--- src/rtl/window_fetch_if.sv ---
// Bundle of handshake and memory signals for window_fetch.
// slave is the fetch block itself; master is whoever drives anchors, the RAM and the consumer.
interface window_fetch_if #(
    parameter int DATA_W = 8,
    parameter int ADDR_W = 32,
    parameter int NW     = 25
);
    logic [ADDR_W-1:0]    anchor_addr;
    logic                 anchor_valid;
    logic                 anchor_ready;
    logic                 mem_rd_en;
    logic [ADDR_W-1:0]    mem_addr;
    logic [DATA_W-1:0]    mem_rdata;
    logic [DATA_W*NW-1:0] win_data;
    logic                 win_valid;
    logic                 win_ready;
    logic                 win_last;

    modport slave (
        input  anchor_addr, anchor_valid, mem_rdata, win_ready,
        output anchor_ready, mem_rd_en, mem_addr, win_data, win_valid, win_last
    );

    modport master (
        output anchor_addr, anchor_valid, mem_rdata, win_ready,
        input  anchor_ready, mem_rd_en, mem_addr, win_data, win_valid, win_last
    );
endinterface

--- src/rtl/window_fetch.sv ---
// window_fetch: reads one HxV window from a single-port image RAM, one pixel per
// cycle, packs it into a flat word and flags the last window of each frame.
module window_fetch #(
    parameter int DATA_W       = 8,
    parameter int ADDR_W       = 32,
    parameter int H_WINDOW_LEN = 5,
    parameter int V_WINDOW_LEN = 5,
    parameter int H_IMAGE_LEN  = 30,
    parameter int V_IMAGE_LEN  = 30,
    parameter int RD_LATENCY   = 1
) (
    input  logic            clk,
    input  logic            rst,
    window_fetch_if.slave   bus
);
    localparam int NW    = H_WINDOW_LEN * V_WINDOW_LEN;
    localparam int NWIN  = (H_IMAGE_LEN - H_WINDOW_LEN + 1) * (V_IMAGE_LEN - V_WINDOW_LEN + 1);
    localparam int IDX_W = (NW > 1) ? $clog2(NW) : 1;
    localparam int CNT_W = (NWIN > 1) ? $clog2(NWIN) : 1;
    localparam int HC_W  = (H_WINDOW_LEN > 1) ? $clog2(H_WINDOW_LEN) : 1;

    typedef enum logic [1:0] {
        IDLE  = 2'd0,
        FETCH = 2'd1,
        DRAIN = 2'd2,
        HOLD  = 2'd3
    } state_t;

    state_t               state_r;
    state_t               state_next_s;
    logic                 accept_s;
    logic                 last_rd_s;
    logic                 cap_last_s;
    logic                 hshake_s;

    logic                 anchor_ready_r;
    logic                 mem_rd_en_r;
    logic [ADDR_W-1:0]    mem_addr_r;
    logic [ADDR_W-1:0]    row_base_r;
    logic [HC_W-1:0]      h_cnt_r;
    logic [IDX_W-1:0]     rd_idx_r;
    logic [DATA_W*NW-1:0] win_data_r;
    logic                 win_valid_r;
    logic                 win_last_r;
    logic [CNT_W-1:0]     win_cnt_r;
    logic                 pipe_vld_r [RD_LATENCY];
    logic [IDX_W-1:0]     pipe_idx_r [RD_LATENCY];

    assign bus.anchor_ready = anchor_ready_r;
    assign bus.mem_rd_en    = mem_rd_en_r;
    assign bus.mem_addr     = mem_addr_r;
    assign bus.win_data     = win_data_r;
    assign bus.win_valid    = win_valid_r;
    assign bus.win_last     = win_last_r;

    // Tag emerging from the read pipe that carries the final pixel of the window.
    assign cap_last_s = pipe_vld_r[RD_LATENCY-1] &&
                        (pipe_idx_r[RD_LATENCY-1] == IDX_W'(NW - 1));

    // FSM state register.
    always_ff @(posedge clk) begin
        if (rst) begin
            state_r <= IDLE;
        end else begin
            state_r <= state_next_s;
        end
    end

    // FSM next-state and event decode.
    always_comb begin
        state_next_s = state_r;
        accept_s     = 1'b0;
        last_rd_s    = 1'b0;
        hshake_s     = 1'b0;
        case (state_r)
            IDLE: begin
                if (bus.anchor_valid && anchor_ready_r) begin
                    accept_s     = 1'b1;
                    state_next_s = FETCH;
                end else begin
                    state_next_s = IDLE;
                end
            end
            FETCH: begin
                if (rd_idx_r == IDX_W'(NW - 1)) begin
                    last_rd_s    = 1'b1;
                    state_next_s = DRAIN;
                end else begin
                    state_next_s = FETCH;
                end
            end
            DRAIN: begin
                if (cap_last_s) begin
                    state_next_s = HOLD;
                end else begin
                    state_next_s = DRAIN;
                end
            end
            HOLD: begin
                if (bus.win_ready) begin
                    hshake_s     = 1'b1;
                    state_next_s = IDLE;
                end else begin
                    state_next_s = HOLD;
                end
            end
            default: begin
                state_next_s = IDLE;
            end
        endcase
    end

    // Registered status outputs, decoded from the upcoming state.
    always_ff @(posedge clk) begin
        if (rst) begin
            anchor_ready_r <= 1'b0;
            mem_rd_en_r    <= 1'b0;
            win_valid_r    <= 1'b0;
        end else begin
            anchor_ready_r <= (state_next_s == IDLE);
            mem_rd_en_r    <= (state_next_s == FETCH);
            win_valid_r    <= (state_next_s == HOLD);
        end
    end

    // Address walker: step along the row, then jump to the next row base by the stride.
    always_ff @(posedge clk) begin
        if (rst) begin
            mem_addr_r <= {ADDR_W{1'b0}};
            row_base_r <= {ADDR_W{1'b0}};
            h_cnt_r    <= {HC_W{1'b0}};
            rd_idx_r   <= {IDX_W{1'b0}};
        end else if (accept_s) begin
            mem_addr_r <= bus.anchor_addr;
            row_base_r <= bus.anchor_addr;
            h_cnt_r    <= {HC_W{1'b0}};
            rd_idx_r   <= {IDX_W{1'b0}};
        end else if ((state_r == FETCH) && !last_rd_s) begin
            rd_idx_r <= rd_idx_r + IDX_W'(1);
            if (h_cnt_r == HC_W'(H_WINDOW_LEN - 1)) begin
                h_cnt_r    <= {HC_W{1'b0}};
                row_base_r <= row_base_r + ADDR_W'(H_IMAGE_LEN);
                mem_addr_r <= row_base_r + ADDR_W'(H_IMAGE_LEN);
            end else begin
                h_cnt_r    <= h_cnt_r + HC_W'(1);
                mem_addr_r <= mem_addr_r + ADDR_W'(1);
            end
        end else begin
            mem_addr_r <= mem_addr_r;
        end
    end

    // Read tag pipe: tracks which slot each returning RAM word belongs to.
    always_ff @(posedge clk) begin
        if (rst) begin
            for (int i = 0; i < RD_LATENCY; i++) begin
                pipe_vld_r[i] <= 1'b0;
                pipe_idx_r[i] <= {IDX_W{1'b0}};
            end
        end else begin
            pipe_vld_r[0] <= mem_rd_en_r;
            pipe_idx_r[0] <= rd_idx_r;
            for (int i = 1; i < RD_LATENCY; i++) begin
                pipe_vld_r[i] <= pipe_vld_r[i-1];
                pipe_idx_r[i] <= pipe_idx_r[i-1];
            end
        end
    end

    // Pixel capture into the packed window word when a valid tag emerges.
    always_ff @(posedge clk) begin
        if (rst) begin
            win_data_r <= {(DATA_W*NW){1'b0}};
        end else if (pipe_vld_r[RD_LATENCY-1]) begin
            win_data_r[DATA_W*int'(pipe_idx_r[RD_LATENCY-1]) +: DATA_W] <= bus.mem_rdata;
        end else begin
            win_data_r <= win_data_r;
        end
    end

    // Frame window counter and last-window flag, frozen while the window is held.
    always_ff @(posedge clk) begin
        if (rst) begin
            win_cnt_r  <= {CNT_W{1'b0}};
            win_last_r <= 1'b0;
        end else begin
            if ((state_r == DRAIN) && cap_last_s) begin
                win_last_r <= (win_cnt_r == CNT_W'(NWIN - 1));
            end else if (hshake_s) begin
                win_last_r <= 1'b0;
            end else begin
                win_last_r <= win_last_r;
            end
            if (hshake_s) begin
                if (win_cnt_r == CNT_W'(NWIN - 1)) begin
                    win_cnt_r <= {CNT_W{1'b0}};
                end else begin
                    win_cnt_r <= win_cnt_r + CNT_W'(1);
                end
            end else begin
                win_cnt_r <= win_cnt_r;
            end
        end
    end
endmodule
--- src/flat_wrapper.sv ---
// flat-port wrapper written by rule: the top's interface ports become plain ports
module window_fetch_flat 
#(
    parameter int DATA_W       = 8,
    parameter int ADDR_W       = 32,
    parameter int H_WINDOW_LEN = 5,
    parameter int V_WINDOW_LEN = 5,
    parameter int H_IMAGE_LEN  = 30,
    parameter int V_IMAGE_LEN  = 30,
    parameter int RD_LATENCY   = 1
)
  (clk, rst, bus_anchor_addr, bus_anchor_valid, bus_mem_rdata, bus_win_ready, bus_anchor_ready, bus_mem_rd_en, bus_mem_addr, bus_win_data, bus_win_valid, bus_win_last);
  window_fetch_if #(.DATA_W(DATA_W), .ADDR_W(ADDR_W)) bus_i ();
  input  logic clk;
  input  logic rst;
  input wire logic [$bits(bus_i.anchor_addr)-1:0] bus_anchor_addr;
  input wire logic [$bits(bus_i.anchor_valid)-1:0] bus_anchor_valid;
  input wire logic [$bits(bus_i.mem_rdata)-1:0] bus_mem_rdata;
  input wire logic [$bits(bus_i.win_ready)-1:0] bus_win_ready;
  output wire logic [$bits(bus_i.anchor_ready)-1:0] bus_anchor_ready;
  output wire logic [$bits(bus_i.mem_rd_en)-1:0] bus_mem_rd_en;
  output wire logic [$bits(bus_i.mem_addr)-1:0] bus_mem_addr;
  output wire logic [$bits(bus_i.win_data)-1:0] bus_win_data;
  output wire logic [$bits(bus_i.win_valid)-1:0] bus_win_valid;
  output wire logic [$bits(bus_i.win_last)-1:0] bus_win_last;
  assign bus_i.anchor_addr = bus_anchor_addr;
  assign bus_i.anchor_valid = bus_anchor_valid;
  assign bus_i.mem_rdata = bus_mem_rdata;
  assign bus_i.win_ready = bus_win_ready;
  assign bus_anchor_ready = bus_i.anchor_ready;
  assign bus_mem_rd_en = bus_i.mem_rd_en;
  assign bus_mem_addr = bus_i.mem_addr;
  assign bus_win_data = bus_i.win_data;
  assign bus_win_valid = bus_i.win_valid;
  assign bus_win_last = bus_i.win_last;
  window_fetch #(.DATA_W(DATA_W), .ADDR_W(ADDR_W), .H_WINDOW_LEN(H_WINDOW_LEN), .V_WINDOW_LEN(V_WINDOW_LEN), .H_IMAGE_LEN(H_IMAGE_LEN), .V_IMAGE_LEN(V_IMAGE_LEN), .RD_LATENCY(RD_LATENCY)) u_core (.clk(clk), .rst(rst), .bus(bus_i));
endmodule
--- config.mk ---
export PLATFORM = sky130hd
export DESIGN_NAME = window_fetch_flat
export DESIGN_NICKNAME = d
export VERILOG_FILES = /design/src/rtl/window_fetch_if.sv /design/src/rtl/window_fetch.sv /design/src/flat_wrapper.sv
export SDC_FILE = /design/constraint.sdc
export NUM_CORES = 1
export LEC_CHECK = 0
export ABC_AREA = 1
export BUFFER_PORTS_ARGS = -buffer_cell sky130_fd_sc_hd__buf_2
export CAP_MARGIN = 20
export CORE_ASPECT_RATIO = 0.5
export CORE_MARGIN = 5
export CORE_UTILIZATION = 60
export DETAILED_ROUTE_END_ITERATION = 10
export PLACE_DENSITY = 0.85
export SLEW_MARGIN = 15
export SYNTH_ARGS = -nofsm -noshare
export SYNTH_HDL_FRONTEND = slang
export SYNTH_SLANG_ARGS = --single-unit
--- constraint.sdc ---
create_clock -name clk -period 4.1 [get_ports clk]
set_input_delay 0.205 -clock clk [delete_from_list [all_inputs] [get_ports clk]]
set_output_delay 0.205 -clock clk [all_outputs]
set_load 0.1 [all_outputs]
* Yosys cells after proc, flatten, opt, wreduce, memory -nomap -nowiden
Memories as Yosys holds them, arrays and structs flattened.
Index checks and enable logic that the tools add are counted.
** Cells by class
- Add/sub/neg operators :: 6
- Equal/unequal tests :: 9
- Shift operators :: 2
- Muxes and demuxes :: 29
- Reductions and logical operators :: 14
** Operator list (count)
- $bwmux 200 :: 1
- $shift 8x33->200 const A :: 1
- $shiftx 8x33->200 :: 1
- $mux 32 :: 6
- $neg 8->33 :: 1
- $add 32x1->32 const B :: 1
- $add 32x5->32 const B :: 1
- $mux 1 :: 16
- $add 10x1->10 const B :: 1
- $eq 10x10->1 const B :: 1
- $eq 5x5->1 const B :: 2
- $mux 10 :: 1
- $pmux 2 s4 :: 1
- $eq 2x2->1 const B :: 3
- $reduce_bool 2->1 :: 3
- $add 5x1->5 const B :: 1
- $mux 5 :: 1
- $reduce_or 5->1 :: 1
- $eq 2x1->1 const B :: 2
- $logic_and 1x1->1 :: 4
- $logic_not 2->1 :: 2
- $mux 2 :: 2
- $add 3x1->3 const B :: 1
- $eq 3x3->1 const B :: 1
- 5 further kinds :: 5
** Word-level totals
- Bits in registers :: 288
- RAM bits :: 6
- Bits of input ports :: 44
- Output and inout port bits :: 236
- Word-level logic and storage cells :: 73
- Memories kept :: 2
** Memories
- u_core.pipe_idx_r :: depth 1, bits a word 5, read ports 1, clocked after Yosys merged registers in 0, write ports 1, RTL line window_fetch.sv:47 : logic [IDX_W-1:0] pipe_idx_r [RD_LATENCY];
- u_core.pipe_vld_r :: depth 1, bits a word 1, read ports 1, clocked after Yosys merged registers in 0, write ports 1, RTL line window_fetch.sv:46 : logic pipe_vld_r [RD_LATENCY];

* Longest topological paths before layout
Gate-level depths: netlist (run 1).
- Word-level depth :: 7
- Mapped depth :: 15
- Depth with buffers taken out :: 14

* Worst setup path after synthesis (run 1)
Ideal clock, no wire load.
- Path type :: reg-to-reg
- Start :: register u_core.mem_addr_r[0], in the netlist u_core.bus.mem_addr[0]
- End :: register u_core.mem_addr_r[24], in the netlist u_core.bus.mem_addr[24]
- Setup time :: 118 ps
- Data arrival time :: 2435 ps
- Required time :: 3982 ps
- Slack :: 1547 ps
- Cell stages (with the launch flop) :: 13
- Buffers on the path :: 0
- Clock period less this slack :: 2553 ps
- Cell sequence :: dfxtp_1 -> ha_1 -> nand2_1 -> nor2_1 -> nand2_1 -> nor2_1 -> nand2_1 -> nor2_1 -> nand2_1 -> nand2_1 -> nand2_1 -> o21bai_1 -> nor2_1
** On the way
- Longest elaborated chain between the ends :: 4
** RTL lines
- start: declaration :: RTL line window_fetch.sv:38 : logic [ADDR_W-1:0] mem_addr_r;
- start signal: assignment :: RTL line window_fetch.sv:129 : mem_addr_r <= {ADDR_W{1'b0}};
- start signal: assignment :: RTL line window_fetch.sv:134 : mem_addr_r <= bus.anchor_addr;
- start signal: assignment :: RTL line window_fetch.sv:143 : mem_addr_r <= row_base_r + ADDR_W'(H_IMAGE_LEN);
- $add 32x1->32 :: RTL line window_fetch.sv:146 : mem_addr_r <= mem_addr_r + ADDR_W'(1);
- $mux 32 :: RTL line window_fetch.sv:140 : if (h_cnt_r == HC_W'(H_WINDOW_LEN - 1)) begin
- $mux 32 :: RTL line window_fetch.sv:138 : end else if ((state_r == FETCH) && !last_rd_s) begin
- $mux 32 :: RTL line window_fetch.sv:133 : end else if (accept_s) begin
Every way passes these cells. The select of a mux whose other input is x is not followed.
A chain may end at the register's enable or synchronous reset.

* Final worst setup path (run 1)
- Start :: memory u_core.pipe_idx_r[0][0] in the netlist's numbering
- End :: register u_core.win_data_r[167], in the netlist u_core.bus.win_data[167]
** On the way
- Longest elaborated chain between the ends :: 4
- Elaborated cells between the ends (all ways) :: 5
- Classes of those cells :: add/sub: 1; shift: 2; mux: 1; memory: 1
** RTL lines
- start: declaration :: RTL line window_fetch.sv:47
- $mem_v2 1x5 *
- $neg 8->33 * :: RTL line window_fetch.sv:175 : win_data_r[DATA_W*int'(pipe_idx_r[RD_LATENCY-1]) +: DATA_W] <= bus.mem_rdata;
- $shiftx 8x33->200 / $shift 8x33->200 (equally long branches) :: RTL line window_fetch.sv:175
- $bwmux 200 * :: RTL line window_fetch.sv:175
- end signal: assignment :: RTL line window_fetch.sv:173 : win_data_r <= {(DATA_W*NW){1'b0}};
- end signal: indexed assignment :: RTL line window_fetch.sv:175
- end signal: assignment :: RTL line window_fetch.sv:177 : win_data_r <= win_data_r;
- end: declaration :: RTL line window_fetch.sv:42 : logic [DATA_W*NW-1:0] win_data_r;
Every way passes the cells marked *; elsewhere a longest branch is shown, timed or not.

==> results of run 1 <==
worst min-delay path: cells and delay by family:
kind,cells,cell delay [ps]
AND/OR/NAND/NOR,1,100
buffers and inverters,1,100
AO/OA/AOI/OAI,1,110
timing repair:
item                      4_1_cts  5_1_grt
resized for setup               0        0
hold endpoints to repair       25        0
hold buffers                   19        0
through the flow:
step | cell area, um2 | utilization | hold WS (ps) | total power (uW)
final | 17500 | 0.726 | 5.16 | 6440
after detailed placement | 16400 | 0.681 | 410 | 3900
after floorplan | 14800 | - | 372 | 3700
after CTS | 17500 | 0.725 | 1.36 | 6440
after global routing | 17500 | 0.726 | 24.9 | 6660
after global placement | 16400 | 0.681 | 412 | 3890
how the worst max path moves through the flow:
stage | startpoint | endpoint | slack [ps] | cells past startpoint
2_1_floorplan | u_core.bus.mem_addr[0]$_SDFFE_PP0P_ | u_core.bus.mem_addr[24]$_SDFFE_PP0P_ | 1550 | 12
3_3_place_gp | u_core.pipe_idx_r[0][0]$_SDFF_PP0_ | u_core.bus.win_data[33]$_SDFFE_PP0P_ | 990 | 11
3_5_place_dp | u_core.pipe_idx_r[0][0]$_SDFF_PP0_ | u_core.bus.win_data[161]$_SDFFE_PP0P_ | 840 | 11
4_1_cts | u_core.pipe_idx_r[0][0]$_SDFF_PP0_ | u_core.bus.win_data[167]$_SDFFE_PP0P_ | 750 | 11
5_1_grt | u_core.pipe_idx_r[0][0]$_SDFF_PP0_ | u_core.bus.win_data[161]$_SDFFE_PP0P_ | 310 | 11
6_report | u_core.pipe_idx_r[0][0]$_SDFF_PP0_ | u_core.bus.win_data[167]$_SDFFE_PP0P_ | 640 | 11
routing by layer:
layer  wire, um  up-vias
li1           -     7859
met1      18600     7168
met2      21500      797
met3       3810      168
met4       2360        0
met5          0        -
cells in the final DEF, fill, tap and decap left out, drive strengths merged, types with 3 or more instances in the layout:
master         n
nand2        652
nor2         476
inv          341
buf          299
dfxtp        294
o21ai        123
a21oi        104
nand4         88
nand3         85
clkbuf        39
nor3          20
dlygate4sd3   19
nand3b        18
xnor2         12
a31oi         12
ha             9
xor2           9
clkinv         9
a211oi         5
nor3b          4
diode          3
o21bai         3
o211ai         3
nor4           3
or2            3
synth_stat cells:
master | n | area share
inv_4 | 1 | 0.00042
nor2_1 | 464 | 0.12
o211ai_1 | 3 | 0.0015
a211o_1 | 1 | 0.00059
o21ai_1 | 2 | 0.00068
xor2_1 | 8 | 0.0047
nor4_1 | 3 | 0.0013
inv_1 | 334 | 0.085
nand2_1 | 645 | 0.16
clkbuf_1 | 55 | 0.014
nand3b_1 | 18 | 0.0091
nor3b_1 | 4 | 0.0020
dfxtp_1 | 294 | 0.40
buf_1 | 22 | 0.0056
nand2_2 | 7 | 0.0030
nor2_8 | 2 | 0.0027
xnor2_1 | 12 | 0.0071
o221ai_1 | 1 | 0.00059
nor3_2 | 2 | 0.0014
nand3_1 | 85 | 0.029
nor2_4 | 2 | 0.0015
ha_1 | 9 | 0.0076
a211oi_1 | 5 | 0.0025
o31ai_1 | 1 | 0.00051
nor3_1 | 18 | 0.0061
buf_2 | 19 | 0.0064
o21bai_1 | 3 | 0.0015
or2_2 | 3 | 0.0013
nand4_1 | 88 | 0.037
inv_2 | 4 | 0.0010
a21oi_1 | 104 | 0.035
buf_4 | 1 | 0.00051
nor2_2 | 8 | 0.0034
and3_1 | 2 | 0.00084
o21ai_0 | 121 | 0.041
xor2_2 | 1 | 0.0011
clkinv_1 | 5 | 0.0013
a31oi_1 | 12 | 0.0051
cell type report:
class	count	area (um2)	area share
diodes	3	7.51	0.000429
inverters	344	1300	0.0742
clock buffers	39	771	0.0440
multi-input cells	1634	7260	0.415
flip-flops and latches	294	5890	0.336
repair buffers	318	1750	0.0999
clock inverters	10	113	0.00643
well taps	336	420	0.0240
cell families (layout without fill, tap and decap cells):
group | after synthesis | count (layout) | synth area share
flops | 294 | 294 | 0.397
xor+xnor | 21 | 21 | 0.0129
fa+ha+maj | 9 | 9 | 0.00760
compound gates | 253 | 253 | 0.0890
other cells | 0 | 3 | 0
simple gates | 1351 | 1351 | 0.379
buf+inv | 441 | 711 | 0.114
registers in the layout, indices dropped and copies added (netlist names):
name	cells
u_core.bus.anchor_ready	1
u_core.bus.mem_addr	32
u_core.bus.mem_rd_en	1
u_core.bus.win_data	200
u_core.bus.win_last	1
u_core.bus.win_valid	1
u_core.h_cnt_r	3
u_core.pipe_idx_r	5
u_core.pipe_vld_r	1
u_core.rd_idx_r	5
u_core.row_base_r	32
u_core.state_r	2
u_core.win_cnt_r	10
power groups by stage:
| stage | clock (uW) | combinational [uW] | sequential (uW) |
|---|---|---|---|
| 2_1_floorplan | 0 | 364 | 3330 |
| 3_3_place_gp | 0 | 829 | 3060 |
| 3_5_place_dp | 0 | 837 | 3060 |
| 4_1_cts | 2590 | 856 | 3000 |
| 5_1_grt | 2720 | 929 | 3010 |
| 6_report | 2570 | 869 | 3000 |
==> flow_summary.toml, run 1 <==
[worst_hold_path]
hp-start = "bus_anchor_addr[12]"
min_delay_worst_endpoint = "u_core.row_base_r[12]$_SDFFE_PP0P_"
whs_path_depth = 3
hold_class = "input pin to register"

[setup_path]
slowest_delay_ps = 570
worst-r2r-setup-slack_ps = 640
cp_common_cell = "nand2_1"
r2r-end = "u_core.bus.win_data[167]$_SDFFE_PP0P_"
critPathKind = "register to register"
cp-start-kind = "register"
critPathRequiredTime_ps = 4550
worstPathMaxFanout = 18
cp.arrival_ps = 3910
r2r_cells = 11
crit_chain = "inv_2 -> ha_1 -> inv_1 -> nand2_1 -> clkinv_1 -> nand2_2 -> nor2_1 -> nand2_1 -> nand2_1 -> nand2_1 -> nor2_1"
critPathCaptureType = "register"
r2r-start = "u_core.pipe_idx_r[0][0]$_SDFF_PP0_"
critPathSlowestCell = "dfxtp_1"
crit_family = "simple AND/OR/NAND/NOR gates"
worst-path-buf-inv = 3

[status]
status = "finished clean"

[grt]
use_met1 = 0.406
gr-usage-met3 = 0.0475
antenna_found_initial = 3
grt_pass1_vias = 14500
grt.total_usage = 0.316
globalRoute.totalOverflow = 0
grtUsageMet2 = 0.531
grt_pass1_wl_um = 73000
grt_max_degree = 116
top_usage_layer = "met2"

[sta]
rsz0062_at_grt = "no"
slew_headroom = 0.295
period_share = 0.844
hold_viol = 0
fmax_mhz = 289
maxSlewViolCount = 0
fin_skew_ps = 15.0
tightest_slew_ps = 1050
fin_setup_tns_ps = 0
fin_crit_ps = 3460
setup_viol = 0
layout_setup_ws_ps = 638

[placement]
post-place-cells = 2907
gp_congestion = 0.966
numPortBuffers = 279
hpwl_um = 33200
pre_cts_ws_ps = 840

[power_and_ir_drop]
combPwrFrac = 0.135
ir_drop_uv = 315
p_sw_uw = 1900
p_leak_uw = 0.00870
seq_power_share = 0.466
p_sw_frac = 0.295
pwr-share-clk = 0.399
internal-power_uw = 4540
powerDensity_nw_per_um2 = 368

[cts]
cts_setup_buffers = 0
insertion_delay_ps = 560
tritoncts = "yes"
clockRootBuffer = "clkbuf_16"
cts.path.max_buffers = 3
numClockSinks = 294
htree_levels = 1
clk_pin_slew_ps = 70
cts_made_buffers = 27

[finish]
stdcell_count = 2978
fillers = 2076
nets = 2672
area_growth_pct = 18.2
drive_gt1_frac = 0.141

[yosys]
ys_ff_latch = 294
post_synth.cell_area_avg_um2 = 6.25
syn_inst = 2369
netlist_area_um2 = 14800
ys_types = 38
ys_seq_area_frac = 0.397
synth_fp_nets = 2422
yosys_warnings = 0

[routing]
drt_wl_total_um = 46300
drt-vias-per-instance = 5.37
drc = 0
num_vias = 16000
drtIter0Drc = 1891
first_pass_iters = 5
ant_nets = 0
post_drt_wl_per_cell_um = 15.5

[run]
max_cap_violations = 0

[floorplan]
dieArea_um2 = 28100
rows = 40
fp.dieH_um = 121
num_io_pins = 280
start_util = 0.614
placeableCoreArea_um2 = 24100
die_w_um = 232
No activity file was read; power rests on OpenSTA's default activity.
==> run 2: changes to the inputs <==
--- a/config.mk
+++ b/config.mk
@@ -5,14 +5,14 @@
 export SDC_FILE = /design/constraint.sdc
 export NUM_CORES = 1
 export LEC_CHECK = 0
-export ABC_AREA = 1
+export ABC_AREA = 0
 export BUFFER_PORTS_ARGS = -buffer_cell sky130_fd_sc_hd__buf_2
 export CAP_MARGIN = 20
 export CORE_ASPECT_RATIO = 0.5
 export CORE_MARGIN = 5
-export CORE_UTILIZATION = 60
+export CORE_UTILIZATION = 55
 export DETAILED_ROUTE_END_ITERATION = 10
-export PLACE_DENSITY = 0.85
+export PLACE_DENSITY = 0.8
 export SLEW_MARGIN = 15
 export SYNTH_ARGS = -nofsm -noshare
 export SYNTH_HDL_FRONTEND = slang
==> constraint.sdc (replaced) <==
create_clock -name clk -period 3.35 [get_ports clk]
set_input_delay 0.1675 -clock clk [delete_from_list [all_inputs] [get_ports clk]]
set_output_delay 0.1675 -clock clk [all_outputs]
set_load 0.1 [all_outputs]
==> run 2 against run 1 <==
  * Critical path depth fell by 4
  * Fmax increased by 15%
  * Die area grew 1.7%
  * Design area down 5.4%
  * Cell count fell by 28%
  * Clock-buffer cell count unchanged
  * Synthesized area decreased by 6.7%
  * Critical endpoint is now u_core.bus.win_data[165]$_SDFFE_PP0P_
  * Highest routed layer unchanged
  * Synthesized cell count fell by 35%
  * Largest cell class unchanged
==> flow_summary.toml, run 2 <==
[grt]
grt_pass1_wl_um = 64200
top_usage_layer = "met2"
globalRoute.totalOverflow = 0
grt_max_degree = 106
use_met1 = 0.369
grt.total_usage = 0.276
antenna_found_initial = 0
gr-usage-met3 = 0.0456
grt_pass1_vias = 11600
grtUsageMet2 = 0.460

[setup_path]
worst-r2r-setup-slack_ps = 340
worstPathMaxFanout = 20
cp-start-kind = "register"
critPathCaptureType = "register"
r2r-end = "u_core.bus.win_data[165]$_SDFFE_PP0P_"
r2r-start = "u_core.pipe_idx_r[0][1]$_SDFF_PP0_"
cp-startpoint = "u_core.pipe_idx_r[0][1]$_SDFF_PP0_"
cp.arrival_ps = 3420
critPathSlowestCell = "a211oi_4"
crit_chain = "inv_1 -> ha_1 -> or4b_1 -> o2111ai_2 -> a211oi_4 -> mux2i_1 -> nor2_1"
r2r_cells = 7
critPathRequiredTime_ps = 3760
slowest_delay_ps = 690
critPathKind = "register to register"

[placement]
post-place-cells = 2081
hpwl_um = 29100
gp_congestion = 0.952
pre_cts_ws_ps = 394
numPortBuffers = 279

[yosys]
yosys_warnings = 0
ys.flop_type = "dfxtp_1"
syn_inst = 1541
ys_ff_latch = 294
synthTopCellsByArea = "dfxtp_1 (43%), mux2i_1 (13%), nor2_1 (6.7%), clkbuf_1 (2.2%), nand2b_1 (2.2%)"
netlist_area_um2 = 13800
ys_seq_area_frac = 0.426
synth_fp_nets = 1594
synth_top_area_frac = 0.426
synth_edf_count = 0
yosysMostFrequentCell = "dfxtp_1"
ys_types = 76
post_synth.cell_area_avg_um2 = 8.97
synth_commonest_cells = "dfxtp_1 (294), nor2_1 (245), mux2i_1 (176), clkbuf_1 (80), nand2_1 (74)"
async_reset_ff_frac = 0
synth_top_area_cell = "dfxtp_1"

[floorplan]
num_io_pins = 280
placeableCoreArea_um2 = 25000
die_w_um = 234
fp.dieH_um = 122
start_util = 0.553
rows = 41
dieArea_um2 = 28600

[routing]
drc = 0
drt-vias-per-instance = 5.88
drtIter0Drc = 1389
ant_nets = 0
first_pass_iters = 5
num_vias = 12600
post_drt_wl_per_cell_um = 19.4
drt_wl_total_um = 41700

[finish]
fillers = 2076
stdcell_count = 2152
nets = 1841
largest_reg_flops = 200
drive_gt1_frac = 0.217
final_common_cell = "dfxtp_1"
layout_common_cells = "dfxtp_1 (294), buf_2 (278), nor2_1 (245)"
area_growth_pct = 19.8
diodes = 0

[sta]
tightest_slew_ps = 977
fin_setup_tns_ps = 0
fin_crit_ps = 3010
slew_headroom = 0.341
maxSlewViolCount = 0
setup_viol = 0
fmax_mhz = 333
fin_skew_ps = 10.4
hold_viol = 0
layout_setup_ws_ps = 344
rsz0062_at_grt = "no"
period_share = 0.897

[cts]
post_cts_resized = 0
htree_levels = 1
clockRootBuffer = "clkbuf_16"
cts.path.max_buffers = 3
cts_setup_buffers = 0
tritoncts = "yes"
insertion_delay_ps = 550
numClockSinks = 294
cts_made_buffers = 26
clk_pin_slew_ps = 70

[run]
max_cap_violations = 0

[power_and_ir_drop]
power_uw = 7730
p_leak_uw = 0.00696
ir_drop_uv = 353
powerDensity_nw_per_um2 = 467

[worst_hold_path]
hp-start = "bus_win_ready"
min_delay_worst_endpoint = "u_core.state_r[0]$_SDFF_PP0_"
whs_path_depth = 4
hold_class = "input pin to register"

[status]
status = "finished clean"
-- run 2: cell count changes after synthesis, sizes merged, moves of 33 or more --
| cell | change |
|---|---|
| a21oi | -54 |
| o21ai | -79 |
| nand2 | -578 |
| mux2i | +176 |
| nand2b | +48 |
| and3 | +33 |
| nand4 | -61 |
| nor2 | -230 |
| inv | -315 |
| a211oi | +35 |
-- run 2: metrics by stage --
| stage | utilization | cell area [um2] | hold WS [ps] |
|---|---|---|---|
| floorplan | - | 13800 | 303 |
| global placement | 0.618 | 15400 | 422 |
| detailed placement | 0.618 | 15400 | 433 |
| CTS | 0.663 | 16600 | 0.109 |
| global route | 0.663 | 16600 | 10.1 |
| finish | 0.663 | 16600 | 16.7 |
-- run 2: worst max-delay path by stage --
stage	slack, ps	to
final	340	u_core.bus.win_data[165]$_SDFFE_PP0P_
after global routing	160	u_core.bus.win_data[9]$_SDFFE_PP0P_
after CTS	390	u_core.bus.win_data[165]$_SDFFE_PP0P_
after detailed placement	390	u_core.bus.win_data[165]$_SDFFE_PP0P_
after global placement	550	u_core.bus.win_data[162]$_SDFFE_PP0P_
after floorplan	350	u_core.bus.win_data[79]$_SDFFE_PP0P_
-- run 2: area by class of cell --
cell class / count / area (um2) / area share
Clock inverter: 9 / 113 / 0.00680
Sequential cell: 294 / 5890 / 0.355
Timing Repair Buffer: 330 / 1840 / 0.111
Multi-Input combinational cell: 1112 / 7420 / 0.448
Clock buffer: 39 / 779 / 0.0471
Tap cell: 344 / 430 / 0.0260
Inverter: 24 / 90.1 / 0.00544
-- run 2: what timing repair did --
action	CTS	global route
endpoints found under the hold margin	38	0
setup endpoints to repair	0	0
hold buffers	23	0
-- run 2: worst max-delay path: cells and delay by family, from the launching register on --
family	cells	cell delay, ps
AOI/OAI and AO/OA	2	1170
and+or+nand+nor	2	670
DFF	1	420
adders and majority gates	1	270
muxes	1	270
buffers and inverters	1	70
-- run 2: kinds of logic after synthesis --
logic type	after synthesis	share of synthesized area
simple gates	640	0.236
flops	294	0.426
compound gates	235	0.130
mux	177	0.128
buf+inv	135	0.0400
xor+xnor	51	0.0323
fa+ha+maj	9	0.00815
-- run 2: power breakdown --
group	switching [uW]	total (uW)	internal, uW
combinational	662	903	241
clock	1360	3130	1770
sequential	123	3690	3570
total	2150	7730	5580
-- run 2: metal layers --
metal,routed length (um),part of all wire
met1,17400,0.42
met2,19800,0.47
met3,3060,0.073
met4,1450,0.035
met5,0,0
